--- src/rtl/rv32_dbg_pkg.sv ---
// Shared encodings for the rv32 run-control block: run states, host commands,
// halt causes and debug output selectors.
package rv32_dbg_pkg;

  typedef enum logic [1:0] {
    StHalted = 2'd0,
    StRun    = 2'd1,
    StStep   = 2'd2
  } run_state_e;

  typedef enum logic [2:0] {
    CmdNop      = 3'd0,
    CmdHalt     = 3'd1,
    CmdResume   = 3'd2,
    CmdStep     = 3'd3,
    CmdSetBp    = 3'd4,
    CmdClrBp    = 3'd5,
    CmdClrCnt   = 3'd6,
    CmdClrTrace = 3'd7
  } cmd_op_e;

  typedef enum logic [1:0] {
    CauseReset = 2'd0,
    CauseHost  = 2'd1,
    CauseBp    = 2'd2,
    CauseStep  = 2'd3
  } halt_cause_e;

  typedef enum logic [1:0] {
    DbgPc      = 2'd0,
    DbgCycle   = 2'd1,
    DbgInstret = 2'd2,
    DbgStatus  = 2'd3
  } dbg_sel_e;

endpackage

--- src/rtl/rv32_run_ctrl_if.sv ---
// Host-side command channel and trace read port of the run-control block.
interface rv32_run_ctrl_if #(
  parameter int unsigned XLEN        = 32,
  parameter int unsigned NUM_BP      = 4,
  parameter int unsigned TRACE_DEPTH = 16
);
  localparam int unsigned IdxW = (NUM_BP > 1) ? $clog2(NUM_BP) : 1;
  localparam int unsigned CntW = $clog2(TRACE_DEPTH) + 1;

  logic            cmd_valid;
  logic            cmd_ready;
  logic [2:0]      cmd_op;
  logic [IdxW-1:0] cmd_idx;
  logic [XLEN-1:0] cmd_data;
  logic            trace_rd;
  logic [XLEN-1:0] trace_data;
  logic            trace_empty;
  logic [CntW-1:0] trace_count;
  logic            trace_ovf;

  modport master (
    output cmd_valid, cmd_op, cmd_idx, cmd_data, trace_rd,
    input  cmd_ready, trace_data, trace_empty, trace_count, trace_ovf
  );

  modport slave (
    input  cmd_valid, cmd_op, cmd_idx, cmd_data, trace_rd,
    output cmd_ready, trace_data, trace_empty, trace_count, trace_ovf
  );
endinterface

--- src/rtl/rv32_trace_fifo.sv ---
// Show-ahead FIFO of retired PCs; a push into a full FIFO overwrites the oldest
// entry and sets a sticky overflow flag.
module rv32_trace_fifo #(
  parameter int unsigned XLEN        = 32,
  parameter int unsigned TRACE_DEPTH = 16
) (
  input  logic                           clock,
  input  logic                           reset,
  input  logic                           push,
  input  logic                           pop,
  input  logic                           clear,
  input  logic [XLEN-1:0]                din,
  output logic [XLEN-1:0]                data,
  output logic                           empty,
  output logic [$clog2(TRACE_DEPTH):0]   count,
  output logic                           ovf
);
  localparam int unsigned AW = $clog2(TRACE_DEPTH);

  logic [XLEN-1:0] r_mem [TRACE_DEPTH];
  logic [AW-1:0]   r_head, r_tail;
  logic [AW:0]     r_count;
  logic            r_ovf;
  logic            w_full, w_pop;

  assign w_full = (r_count == (AW+1)'(TRACE_DEPTH));
  assign w_pop  = pop && (r_count != '0);

  always_ff @(posedge clock) begin
    if (push && !clear) r_mem[r_tail] <= din;
  end

  always_ff @(posedge clock or negedge reset) begin
    if (!reset) begin
      r_head  <= '0;
      r_tail  <= '0;
      r_count <= '0;
      r_ovf   <= 1'b0;
    end else if (clear) begin
      r_head  <= '0;
      r_tail  <= '0;
      r_count <= '0;
      r_ovf   <= 1'b0;
    end else begin
      if (push) r_tail <= r_tail + 1'b1;
      // Full push without pop drops the oldest entry by moving head past it.
      if (w_pop || (push && w_full)) r_head <= r_head + 1'b1;
      if (push && !w_pop && w_full) r_ovf <= 1'b1;
      if (push && !w_pop && !w_full) begin
        r_count <= r_count + 1'b1;
      end else if (w_pop && !push) begin
        r_count <= r_count - 1'b1;
      end
    end
  end

  assign data  = r_mem[r_head];
  assign empty = (r_count == '0);
  assign count = r_count;
  assign ovf   = r_ovf;
endmodule

--- src/rtl/rv32_run_ctrl.sv ---
// Run-control for the rv32is core: gates core_en for run/halt/step/breakpoints,
// counts cycles and retirements, traces retired PCs and muxes debugdata.
module rv32_run_ctrl
  import rv32_dbg_pkg::*;
#(
  parameter int unsigned XLEN        = 32,
  parameter int unsigned NUM_BP      = 4,
  parameter int unsigned TRACE_DEPTH = 16,
  parameter int unsigned CNT_W       = 32,
  parameter bit          START_RUN   = 1'b1
) (
  input  logic            clock,
  input  logic            reset,
  input  logic [XLEN-1:0] pc_in,
  input  logic            retire,
  output logic            core_en,
  output logic [1:0]      state,
  output logic [1:0]      halt_cause,
  input  logic [1:0]      dbg_sel,
  output logic [XLEN-1:0] debugdata,
  rv32_run_ctrl_if.slave  bus
);
  run_state_e      r_state;
  halt_cause_e     r_cause;
  logic            r_skip_bp;
  logic [NUM_BP-1:0] r_bp_en;
  logic [XLEN-1:0] r_bp_addr [NUM_BP];
  logic [CNT_W-1:0] r_cycle, r_instret;

  logic    w_bp_hit, w_bp_eff, w_cmd_acc, w_retire, w_idx_ok, w_trace_ovf;
  cmd_op_e w_op;

  always_comb begin
    w_bp_hit = 1'b0;
    for (int i = 0; i < NUM_BP; i++) begin
      if (r_bp_en[i] && (r_bp_addr[i] == pc_in)) w_bp_hit = 1'b1;
    end
  end

  assign w_bp_eff      = w_bp_hit && !r_skip_bp;
  assign core_en       = ((r_state == StRun) && !w_bp_eff) || (r_state == StStep);
  assign bus.cmd_ready = (r_state != StStep);
  assign w_cmd_acc     = bus.cmd_valid && bus.cmd_ready;
  assign w_op          = cmd_op_e'(bus.cmd_op);
  assign w_retire      = retire && core_en;
  assign w_idx_ok      = (32'(bus.cmd_idx) < NUM_BP);

  always_ff @(posedge clock or negedge reset) begin
    if (!reset) begin
      r_state   <= START_RUN ? StRun : StHalted;
      r_cause   <= CauseReset;
      r_skip_bp <= 1'b0;
    end else begin
      unique case (r_state)
        StRun: begin
          // A live breakpoint outranks a same-cycle host halt.
          if (w_bp_eff) begin
            r_state <= StHalted;
            r_cause <= CauseBp;
          end else if (w_cmd_acc && (w_op == CmdHalt)) begin
            r_state <= StHalted;
            r_cause <= CauseHost;
          end
          if (w_retire) r_skip_bp <= 1'b0;
        end
        StHalted: begin
          if (w_cmd_acc && (w_op == CmdResume)) begin
            r_state   <= StRun;
            r_skip_bp <= 1'b1;
          end else if (w_cmd_acc && (w_op == CmdStep)) begin
            r_state <= StStep;
          end
        end
        StStep: begin
          if (retire) begin
            r_state <= StHalted;
            r_cause <= CauseStep;
          end
        end
        default: r_state <= StHalted;
      endcase
    end
  end

  always_ff @(posedge clock or negedge reset) begin
    if (!reset) begin
      r_bp_en <= '0;
      for (int i = 0; i < NUM_BP; i++) r_bp_addr[i] <= '0;
    end else if (w_cmd_acc && w_idx_ok) begin
      if (w_op == CmdSetBp) begin
        r_bp_addr[bus.cmd_idx] <= bus.cmd_data;
        r_bp_en[bus.cmd_idx]   <= 1'b1;
      end else if (w_op == CmdClrBp) begin
        r_bp_en[bus.cmd_idx] <= 1'b0;
      end
    end
  end

  always_ff @(posedge clock or negedge reset) begin
    if (!reset) begin
      r_cycle   <= '0;
      r_instret <= '0;
    end else if (w_cmd_acc && (w_op == CmdClrCnt)) begin
      r_cycle   <= '0;
      r_instret <= '0;
    end else begin
      if (core_en)  r_cycle   <= r_cycle + 1'b1;
      if (w_retire) r_instret <= r_instret + 1'b1;
    end
  end

  rv32_trace_fifo #(
    .XLEN        (XLEN),
    .TRACE_DEPTH (TRACE_DEPTH)
  ) u_trace_fifo (
    .clock (clock),
    .reset (reset),
    .push  (w_retire),
    .pop   (bus.trace_rd),
    .clear (w_cmd_acc && (w_op == CmdClrTrace)),
    .din   (pc_in),
    .data  (bus.trace_data),
    .empty (bus.trace_empty),
    .count (bus.trace_count),
    .ovf   (w_trace_ovf)
  );

  assign bus.trace_ovf = w_trace_ovf;
  assign state         = r_state;
  assign halt_cause    = r_cause;

  always_comb begin
    debugdata = '0;
    unique case (dbg_sel_e'(dbg_sel))
      DbgPc:      debugdata = pc_in;
      DbgCycle:   debugdata = XLEN'(r_cycle);
      DbgInstret: debugdata = XLEN'(r_instret);
      DbgStatus:  debugdata[4:0] = {w_trace_ovf, r_cause, r_state};
      default:    debugdata = '0;
    endcase
  end
endmodule
--- src/flat_wrapper.sv ---
// flat-port wrapper written by rule: the top's interface ports become plain ports
module rv32_run_ctrl_flat import rv32_dbg_pkg::*;
#(
  parameter int unsigned XLEN        = 32,
  parameter int unsigned NUM_BP      = 4,
  parameter int unsigned TRACE_DEPTH = 16,
  parameter int unsigned CNT_W       = 32,
  parameter bit          START_RUN   = 1'b1
)
  (clock, reset, pc_in, retire, core_en, state, halt_cause, dbg_sel, debugdata, bus_cmd_valid, bus_cmd_op, bus_cmd_idx, bus_cmd_data, bus_trace_rd, bus_cmd_ready, bus_trace_data, bus_trace_empty, bus_trace_count, bus_trace_ovf);
  rv32_run_ctrl_if #(.XLEN(XLEN), .NUM_BP(NUM_BP), .TRACE_DEPTH(TRACE_DEPTH)) bus_i ();
  input  logic clock;
  input  logic reset;
  input  logic [XLEN-1:0] pc_in;
  input  logic retire;
  output logic core_en;
  output logic [1:0] state;
  output logic [1:0] halt_cause;
  input  logic [1:0] dbg_sel;
  output logic [XLEN-1:0] debugdata;
  input wire logic [$bits(bus_i.cmd_valid)-1:0] bus_cmd_valid;
  input wire logic [$bits(bus_i.cmd_op)-1:0] bus_cmd_op;
  input wire logic [$bits(bus_i.cmd_idx)-1:0] bus_cmd_idx;
  input wire logic [$bits(bus_i.cmd_data)-1:0] bus_cmd_data;
  input wire logic [$bits(bus_i.trace_rd)-1:0] bus_trace_rd;
  output wire logic [$bits(bus_i.cmd_ready)-1:0] bus_cmd_ready;
  output wire logic [$bits(bus_i.trace_data)-1:0] bus_trace_data;
  output wire logic [$bits(bus_i.trace_empty)-1:0] bus_trace_empty;
  output wire logic [$bits(bus_i.trace_count)-1:0] bus_trace_count;
  output wire logic [$bits(bus_i.trace_ovf)-1:0] bus_trace_ovf;
  assign bus_i.cmd_valid = bus_cmd_valid;
  assign bus_i.cmd_op = bus_cmd_op;
  assign bus_i.cmd_idx = bus_cmd_idx;
  assign bus_i.cmd_data = bus_cmd_data;
  assign bus_i.trace_rd = bus_trace_rd;
  assign bus_cmd_ready = bus_i.cmd_ready;
  assign bus_trace_data = bus_i.trace_data;
  assign bus_trace_empty = bus_i.trace_empty;
  assign bus_trace_count = bus_i.trace_count;
  assign bus_trace_ovf = bus_i.trace_ovf;
  rv32_run_ctrl #(.XLEN(XLEN), .NUM_BP(NUM_BP), .TRACE_DEPTH(TRACE_DEPTH), .CNT_W(CNT_W), .START_RUN(START_RUN)) u_core (.clock(clock), .reset(reset), .pc_in(pc_in), .retire(retire), .core_en(core_en), .state(state), .halt_cause(halt_cause), .dbg_sel(dbg_sel), .debugdata(debugdata), .bus(bus_i));
endmodule
--- config.mk ---
export PLATFORM = sky130hd
export DESIGN_NAME = rv32_run_ctrl_flat
export DESIGN_NICKNAME = d
export VERILOG_FILES = /design/src/rtl/rv32_dbg_pkg.sv /design/src/rtl/rv32_run_ctrl_if.sv /design/src/rtl/rv32_trace_fifo.sv /design/src/rtl/rv32_run_ctrl.sv /design/src/flat_wrapper.sv
export SDC_FILE = /design/constraint.sdc
export NUM_CORES = 1
export LEC_CHECK = 0
export CAP_MARGIN = 20
export CORE_MARGIN = 2
export CORE_UTILIZATION = 45
export DETAILED_ROUTE_END_ITERATION = 8
export HOLD_SLACK_MARGIN = 0.05
export PLACE_DENSITY = 0.67
export SETUP_SLACK_MARGIN = 0.05
export SLEW_MARGIN = 10
export SYNTH_ARGS = -nofsm -noshare
export SYNTH_HDL_FRONTEND = slang
export SYNTH_SLANG_ARGS = --single-unit
--- constraint.sdc ---
create_clock -name clock -period 13.2 [get_ports clock]
set_input_delay 1.98 -clock clock [delete_from_list [all_inputs] [get_ports clock]]
set_output_delay 1.98 -clock clock [all_outputs]
set_load 0.02 [all_outputs]
# [Word-level counts from Yosys, hierarchy flattened]
# Memory sizes are Yosys's and may differ from the RTL's.
# Cells that the tools add are included.
[word_totals] out_inout_bits=77 mem_bits_ro=0 ff_bits=215 ramBits=512 memories=1 elab_cells=141 latch_bits=0
[mem_list] name="u_core.u_trace_fifo.r_mem" depth=16 word_bits=32 rd=1 rd_clocked_by_memory_dff=0 write_ports=1 line_no="rv32_trace_fifo.sv:20" text="logic [XLEN-1:0] r_mem [TRACE_DEPTH];"
[classes] n_addsub=6 mul=0 n_div=0 bitwise_logic=4 eq_ne=23 n_reduce_logical=48 magnitude_cmp=4 shifts=0 n_mux=41
[op_table] op="$mux 32" n=5
[op_table] op="$bwmux 128" n=1
[op_table] op="$eq 32x32->1" n=4
[op_table] op="$pmux 27 s3" n=1
[op_table] op="$add 32x1->32 const B" n=2
[op_table] op="$demux 32 s2" n=1
[op_table] op="$mux 4" n=6
[op_table] op="$logic_and 1x1->1" n=22
[op_table] op="$pmux 5 s4" n=1
[op_table] op="$mux 2" n=8
[op_table] op="$reduce_bool 2->1" n=8
[op_table] op="$mux 5" n=3
[op_table] op="$eq 3x3->1 const B" n=4
[op_table] op="$mux 1" n=11
[op_table] op="$reduce_and 3->1" n=3
[op_table] op="$add 4x1->4 const B" n=2
[op_table] op="$eq 2x2->1 const B" n=3
[op_table] op="$eq 3x2->1 const B" n=2
[op_table] op="$logic_not 1->1" n=6
[op_table] op="$ne 2x2->1 const B" n=3
[op_table] op="$pmux 2 s3" n=1
[op_table] op="$add 5x1->5 const B" n=1
[op_table] op="$eq 5x5->1 const B" n=1
[op_table] op="$logic_not 5->1" n=1
[op_table] op="22 further kinds" n=26

# [Longest topological paths before layout]
# Gate-level depths: netlist of run 1.
[depth] ltp_word=16 mapped_depth=17

# [By module]
# Synthesis of run 1 repeated with hierarchy kept, for this count alone.
[hier_totals] hier_cells=1930 hier_area_um2=31312.5
[modules_own_cells] mod="rv32_trace_fifo" area_per_inst_um2=20169.3 cells_each=897 instances=1
[modules_own_cells] mod="rv32_run_ctrl" area_per_inst_um2=11143.2 cells_each=1033 instances=1

# [Worst setup path before layout of run 1]
# No wires, ideal clock.
[synth_path] path_kind="input port to flip-flop" start="input pc_in[21]" end="memory u_core.u_trace_fifo.r_mem[5][0] (enable)" t_arrival_ns=6.805 path_buffers=2 path_slack_ns=5.894 cell_stages=9 cell_sequence="buf_2 xnor2_1 nand2_1 a2111oi_0 and4_1 o41ai_1 nand2_1 clkbuf_1 nor4_1"
[synth_between] elab_chain_len=14 word_cells_on_any_way=20 classes_between="4 x eq/ne; 6 x mux; 10 x reduce/logical"
[synth_lines] element="from (decl)" line_no="flat_wrapper.sv:14" text="input logic [XLEN-1:0] pc_in;"
[synth_lines] element="$eq 32x32->1" line_no="rv32_run_ctrl.sv:36" text="if (r_bp_en[i] && (r_bp_addr[i] == pc_in)) w_bp_hit = 1'b1;"
[synth_lines] element="$logic_and 1x1->1" line_no="rv32_run_ctrl.sv:36"
[synth_lines] element="$mux 1 (3 in a row)" line_no="rv32_run_ctrl.sv:36"
[synth_lines] element="$mux 1 (*)" line_no="rv32_run_ctrl.sv:36"
[synth_lines] element="$logic_and 1x1->1 (*)" line_no="rv32_run_ctrl.sv:40" text="assign w_bp_eff = w_bp_hit && !r_skip_bp;"
[synth_lines] element="$logic_not 1->1 (*)" line_no="rv32_run_ctrl.sv:41" text="assign core_en = ((r_state == StRun) && !w_bp_eff) || (r_state == StStep);"
[synth_lines] element="$logic_and 1x1->1 (*)" line_no="rv32_run_ctrl.sv:41"
[synth_lines] element="$logic_or 1x1->1 (*)" line_no="rv32_run_ctrl.sv:41"
[synth_lines] element="$logic_and 1x1->1 (*)" line_no="rv32_run_ctrl.sv:45" text="assign w_retire = retire && core_en;"
[synth_lines] element="$logic_and 1x1->1 (*)" line_no="rv32_trace_fifo.sv:30" text="if (push && !clear) r_mem[r_tail] <= din;"
[synth_lines] element="$mux 1 (*)" line_no="rv32_trace_fifo.sv:30"
[synth_lines] element="$mux 1 (implied by the code) (*)" line_no="rv32_trace_fifo.sv:30"
[synth_lines] element="to (decl)" line_no="rv32_trace_fifo.sv:20"
# Every way passes the cells marked *; elsewhere a longest branch is shown, timed or not.

# [Final worst setup path of run 1]
[layout_path] start="input pc_in[12]" end="output core_en"
[layout_between] elab_chain_len=10 word_cells_on_any_way=16 classes_between="4 x eq/ne; 4 x mux; 8 x reduce/logical"
[layout_lines] element="$eq 32x32->1" line_no="rv32_run_ctrl.sv:36"
[layout_lines] element="$logic_and 1x1->1" line_no="rv32_run_ctrl.sv:36"
[layout_lines] element="$mux 1 (3 in a row)" line_no="rv32_run_ctrl.sv:36"
[layout_lines] element="$mux 1 (*)" line_no="rv32_run_ctrl.sv:36"
[layout_lines] element="$logic_and 1x1->1 (*)" line_no="rv32_run_ctrl.sv:40"
[layout_lines] element="$logic_not 1->1 (*)" line_no="rv32_run_ctrl.sv:41"
[layout_lines] element="$logic_and 1x1->1 (*)" line_no="rv32_run_ctrl.sv:41"
[layout_lines] element="$logic_or 1x1->1 (*)" line_no="rv32_run_ctrl.sv:41"
[layout_lines] element="to (decl)" line_no="flat_wrapper.sv:16" text="output logic core_en;"
# Marks and branches as above.

==> results.toml, run 1 <==
[synthesis]
ys_async_sr_fraction_pct = 29.6
synth_sequential_area_ratio_pct = 65.6
syn_inst = 2127
synth_ff_type = "edfxtp_1"
syn_avg_cell_area_um2 = 14.9
synth_nets = 2218
synth_area_um2 = 31700
synth_seq_cells = 727
synth_warnings = 0
synthDistinctLibCells = 65
synth_edf_count = 512

[route]
first_pass_iters = 5
drt-total-wl_um = 83500
avgRoutedWirePerCell_um = 25.4
drc = 0
ant_nets = 0
via_per_inst = 5.85
drt_iter0_drc = 1707
dr_total_vias = 19300

[layout]
layout-drive-gt1-share_pct = 18.6
area_growth_pct = 16.5
stdcell_count = 3290
ff_latch_area_um2 = 20800
fillers = 5641
design_area_um2 = 36900
fin_util_pct = 52.8
nets = 2375
multiInputGateArea_um2 = 10300
mostFrequentLayoutCells = "512 x edfxtp_1, 211 x dfrtp_1, 151 x mux2_2"
layout_commonest_cell = "edfxtp_1"

[clock_tree]
cts_buffers = 78
root_buffer = "clkbuf_16"
cts_hold_buffers = 0
clock_sinks = 727
htreeDepth = 3
cts_tree = "built"
post_cts_resized = 0
clk_latency_ps = 630
post-cts-setup-buffers = 0
clk_path_buf_depth = 3
clkSlewWorstSetupHoldPaths_ps = 60

[sta]
rsz0062_at_grt = "false"
slew_headroom_pct = 25.3
max_freq_ghz = 0.125
tightest_slew_ps = 1120
post-route-period-util_pct = 60.6
hold_violations = 0
clock_skew_ps = 27.5
tns_ps = 0
setup_viol = 0
finalMaxSlewViolations = 0
fin_crit_ps = 8000

[global_routing]
overflow = 0
antenna_found_initial = 3
grt_pass1_wl_um = 125000
grt_start_max_net_pins = 86
grtUsageTotal_pct = 22.9
first_global_vias = 19400

[power_and_ir_drop]
ir_worst_vdd_uv = 97.9
clkPwrFrac_pct = 29.9
p_switching_w = 0.00227
power_frac_seq_pct = 41.0
powerDensity_nw_per_um2 = 191
switching_share_pct = 32.1
power_frac_comb_pct = 29.1
power.static_leakage_nw = 13.3
p_int_w = 0.00478

[floorplan]
die_h_um = 269
rows = 97
design.core.area_um2 = 69800
fp.dieW_um = 269
initial_utilization_pct = 45.4
io_pins = 153
dieArea_um2 = 72500

[placed_design]
dp_hpwl_um = 51400
place_area_um2 = 34300
gp_congestion = 0.907
portBuffers = 152
dp_cells = 3141

[critical_path]
cp_max_fo = 21
start_kind = "input port"
end_kind = "primary output"
crit_required_ps = 11220
cp.arrival_ps = 6020
path_class = "in -> out"

[worst_hold_path]
hold_class = "reg -> reg"

[outcome]
status = "finished clean"

[flow_run]
drv_cap = 0
-- per-layer routing --
metal  wire length (um)  global-route usage, %
met5                  0                      0
met4               3310                   9.25
met1              35500                   31.0
met3               4850                   3.55
met2              39900                   37.3
-- through the flow --
stage | total power [W] | worst slack, ps | hold WS [ps]
5_1_grt | 0.00736 | 4990 | 540
2_1_floorplan | 0.00420 | 5890 | 450
4_1_cts | 0.00710 | 5230 | 531
3_5_place_dp | 0.00500 | 5240 | 518
6_report | 0.00705 | 5200 | 529
3_3_place_gp | 0.00496 | 5380 | 510
-- worst max-delay path: stages --
cell and delay (ps):
clkdlybuf4s50_1 990, xor2_1 390, nor4_1 320, nand4_1 180, or4_1 610, a41o_4 280
a21oi_4 430, inv_2 210, clkdlybuf4s50_1 590
-- layout make-up --
cell class,count,share of cell area [%]
Tap cell,940,3.19
Clock inverter,43,0.991
Timing Repair Buffer,213,5.51
Inverter,28,0.285
Antenna cell,3,0.0204
Sequential cell,727,56.3
Clock buffer,100,5.66
Multi-Input combinational cell,1236,28.0
-- cells in the mapped netlist (38+ instances only) --
cell / instances / area [um2]
nand2_1: 146 / 548
mux4_2: 69 / 1550
edfxtp_1: 512 / 15400
o21ai_0: 98 / 490
mux2i_1: 141 / 1410
nor2_1: 48 / 180
a21oi_1: 63 / 315
dfrtp_1: 214 / 5360
mux2_2: 151 / 1700
xor2_1: 66 / 578
nand3_1: 38 / 190
xnor2_1: 84 / 736
clkbuf_1: 80 / 300
-- sequential cells by signal (all words and copies together) (netlist names), named ones only --
signal / count
u_core.halt_cause: 2
u_core.r_bp_addr: 128
u_core.r_cycle: 32
u_core.r_instret: 32
u_core.r_skip_bp: 1
u_core.state: 2
u_core.u_trace_fifo.count: 5
u_core.u_trace_fifo.ovf: 1
u_core.u_trace_fifo.r_head: 4
u_core.u_trace_fifo.r_mem: 512
u_core.u_trace_fifo.r_tail: 4
-- cells by family after synthesis --
family                   after synthesis  share of synthesized area [%]
AO/OA/AOI/OAI                        291                           6.00
XOR/XNOR                             150                           4.15
adder cells (fa/ha/maj)               15                          0.617
buffers and inverters                164                           2.16
flip-flops                           727                           65.6
multiplexers                         362                           14.8
AND/OR/NAND/NOR                      418                           6.74
-- path summary, 6_finish.rpt --
path	start	endpoint	slack, ps	cells after the start
max	pc_in[12]	core_en	5200	9
min	u_core.r_bp_addr[88]$_DFFE_PN0P_	u_core.r_bp_addr[88]$_DFFE_PN0P_	530	1
max reg2reg	u_core.r_bp_addr[78]$_DFFE_PN0P_	u_core.u_trace_fifo.r_mem[0][17]$_DFFE_PP_	8700	10
min reg2reg	u_core.r_bp_addr[88]$_DFFE_PN0P_	u_core.r_bp_addr[88]$_DFFE_PN0P_	530	1
max in group asynchronous	reset	u_core.r_bp_addr[48]$_DFFE_PN0P_	9890	4
min in group asynchronous	reset	u_core.r_instret[23]$_DFFE_PN0P_	1280	1
-- power by group through the flow --
stage	combinational [W]	clock [W]	sequential [W]
global route	0.00221	0.00223	0.00291
finish	0.00205	0.00211	0.00289
CTS	0.00207	0.00214	0.00289
detailed placement	0.00207	0	0.00293
global placement	0.00203	0	0.00292
floorplan	0.00139	0	0.00281
(Power assumes the default switching activity.)
==> run 2, diff against run 1 <==
--- a/config.mk
+++ b/config.mk
@@ -10,7 +10,7 @@
 export CORE_UTILIZATION = 45
 export DETAILED_ROUTE_END_ITERATION = 8
 export HOLD_SLACK_MARGIN = 0.05
-export PLACE_DENSITY = 0.67
+export PLACE_DENSITY = 0.7
 export SETUP_SLACK_MARGIN = 0.05
 export SLEW_MARGIN = 10
 export SYNTH_ARGS = -nofsm -noshare
==> constraint.sdc (replaced) <==
create_clock -name clock -period 6.4 [get_ports clock]
set_input_delay 0.96 -clock clock [delete_from_list [all_inputs] [get_ports clock]]
set_output_delay 0.96 -clock clock [all_outputs]
set_load 0.02 [all_outputs]
==> run 2 against run 1 <==
Compared with the run above:
- critical path depth did not move
- hold slack got worse by 280 ps
- sequential share of layout area barely moved
- combinational power rose by 110%
- global-route usage rose by 1.1 points
==> results.toml, run 2 (same netlist as run 1, synthesis figures left out) <==
[placed_design]
gp_congestion = 0.881
dp_hpwl_um = 55300
portBuffers = 152
dp_slack_ps = 875
dp_cells = 3155

[critical_path]
cpLargestDelayFamily = "buffers and inverters"
cp_max_fo = 22
r2r_slack_ps = 2630
start_kind = "input port"
cp-startpoint = "pc_in[19]"
end_kind = "primary output"
critPathCapture = "core_en"
cp_slowest_cell = "clkdlybuf4s50_1"
crit_cells = 9
worst_r2r_path_depth = 15
crit_top_cell = "clkdlybuf4s50_1"
r2r-end = "u_core.u_trace_fifo.count[4]$_DFFE_PN0P_"
slowest_delay_ps = 890
cp.arrival_ps = 4620
cp_cell_sequence = "clkdlybuf4s50_1 -> xor2_1 -> nor4_1 -> nand4_1 -> or4_1 -> a41o_4 -> a21oi_4 -> inv_2 -> clkdlybuf4s50_1"
crit_buf_inv = 3
worstReg2RegStart = "u_core.r_bp_addr[33]$_DFFE_PN0P_"
path_class = "in -> out"
crit_required_ps = 5440

[route]
dr_total_vias = 19500
via_per_inst = 5.93
drc = 0
drt-total-wl_um = 87800
ant_nets = 0
drt_iter0_drc = 1919
avgRoutedWirePerCell_um = 26.7
first_pass_iters = 5

[clock_tree]
cts_buffers = 75
clkSlewWorstSetupHoldPaths_ps = 50
cts_tree = "built"
clk_path_buf_depth = 3
cts_hold_buffers = 0
post_cts_resized = 0
root_buffer = "clkbuf_16"
post-cts-setup-buffers = 0
clock_sinks = 727
clk_latency_ps = 630
htreeDepth = 3

[floorplan]
initial_utilization_pct = 45.4
fp.dieW_um = 269
dieArea_um2 = 72500
rows = 97
design.core.area_um2 = 69800
die_h_um = 269
io_pins = 153

[sta]
slew_headroom_pct = 23.9
fin_crit_ps = 5580
hold-worst-slack_ps = 248
clock_skew_ps = 29.3
finalMaxSlewViolations = 0
tns_ps = 0
tightest_slew_ps = 1140
rsz0062_at_grt = "false"
layout_setup_ws_ps = 822
max_freq_ghz = 0.179
hold_violations = 0
post-route-period-util_pct = 87.2
setup_viol = 0

[layout]
mostFrequentLayoutCells = "512 x edfxtp_1, 211 x dfrtp_1, 151 x mux2_2"
stdcell_count = 3287
top_register = "u_core.u_trace_fifo.r_mem"
area_growth_pct = 16.4
nets = 2384
layout_commonest_cell = "edfxtp_1"
largest_reg_flops = 512
layout-drive-gt1-share_pct = 18.7
fin_util_pct = 52.8
reg_top3 = "u_core.u_trace_fifo.r_mem (512), u_core.r_bp_addr (128)"

[flow_run]
drv_cap = 0

[power_and_ir_drop]
power.static_leakage_nw = 13.3
powerDensity_nw_per_um2 = 392
ir_worst_vdd_uv = 365

[outcome]
status = "finished clean"

[global_routing]
first_global_vias = 19400
grt_start_max_net_pins = 171
grt_pass1_wl_um = 129000
antenna_found_initial = 6
overflow = 0
grtUsageTotal_pct = 24.0

[worst_hold_path]
hold_class = "in -> async"
## run 2: cell types whose count changed in the layout (fill, tap and decap cells not counted), moves of 2 or more
cell / previous run / this run
clkbuf_16: 79 / 76
clkinv_1: 17 / 15
buf_12: 1 / 9
diode_2: 3 / 1
buf_16: 2 / 0
clkinv_2: 13 / 9
buf_4: 58 / 64
## run 2: final cells by class
| cell class | instances | area [um2] |
|---|---|---|
| inverters | 28 | 105 |
| flip-flops and latches | 727 | 20800 |
| clock inverters | 33 | 262 |
| clock buffers | 97 | 2010 |
| multi-input cells | 1236 | 10300 |
| repair buffers | 225 | 2180 |
| diodes | 1 | 2.50 |
| well taps | 940 | 1180 |
| fillers | 5575 | 32900 |
## run 2: metal layers
layer	vias up	wire length [um]	track usage, %
met2	818	42000	38.5
met1	10100	36700	33.3
li1	8441	-	-
met5	-	36	0
met3	145	6500	4.28
met4	6	2630	7.92
## run 2: how the worst min path moves through the flow
| stage | slack [ps] | start | endpoint |
|---|---|---|---|
| after floorplan | 450 | register | register |
| after global placement | 510 | u_core.r_bp_addr[111]$_DFFE_PN0P_ | u_core.r_bp_addr[111]$_DFFE_PN0P_ |
| after detailed placement | 520 | u_core.r_bp_addr[7]$_DFFE_PN0P_ | u_core.r_bp_addr[7]$_DFFE_PN0P_ |
| after CTS | 230 | reset | u_core.r_instret[18]$_DFFE_PN0P_ |
| after global routing | 260 | reset | u_core.r_instret[16]$_DFFE_PN0P_ |
| final | 250 | reset | u_core.r_instret[21]$_DFFE_PN0P_ |
## run 2: through the flow
stage                     cell area, um2  total power, W
after floorplan                    31700         0.00867
after global placement             34500          0.0103
after detailed placement           34500          0.0104
after CTS                          36800          0.0145
after global routing               36800          0.0150
final                              36800          0.0144
## run 2: power by group
group | switching, W | internal, W | total [W] | leakage [nW]
Sequential | 0.000554 | 0.00546 | 0.00602 | 7.42
Combinational | 0.00230 | 0.00197 | 0.00427 | 4.80
Clock | 0.00180 | 0.00234 | 0.00414 | 1.11
Total | 0.00466 | 0.00977 | 0.0144 | 13.3
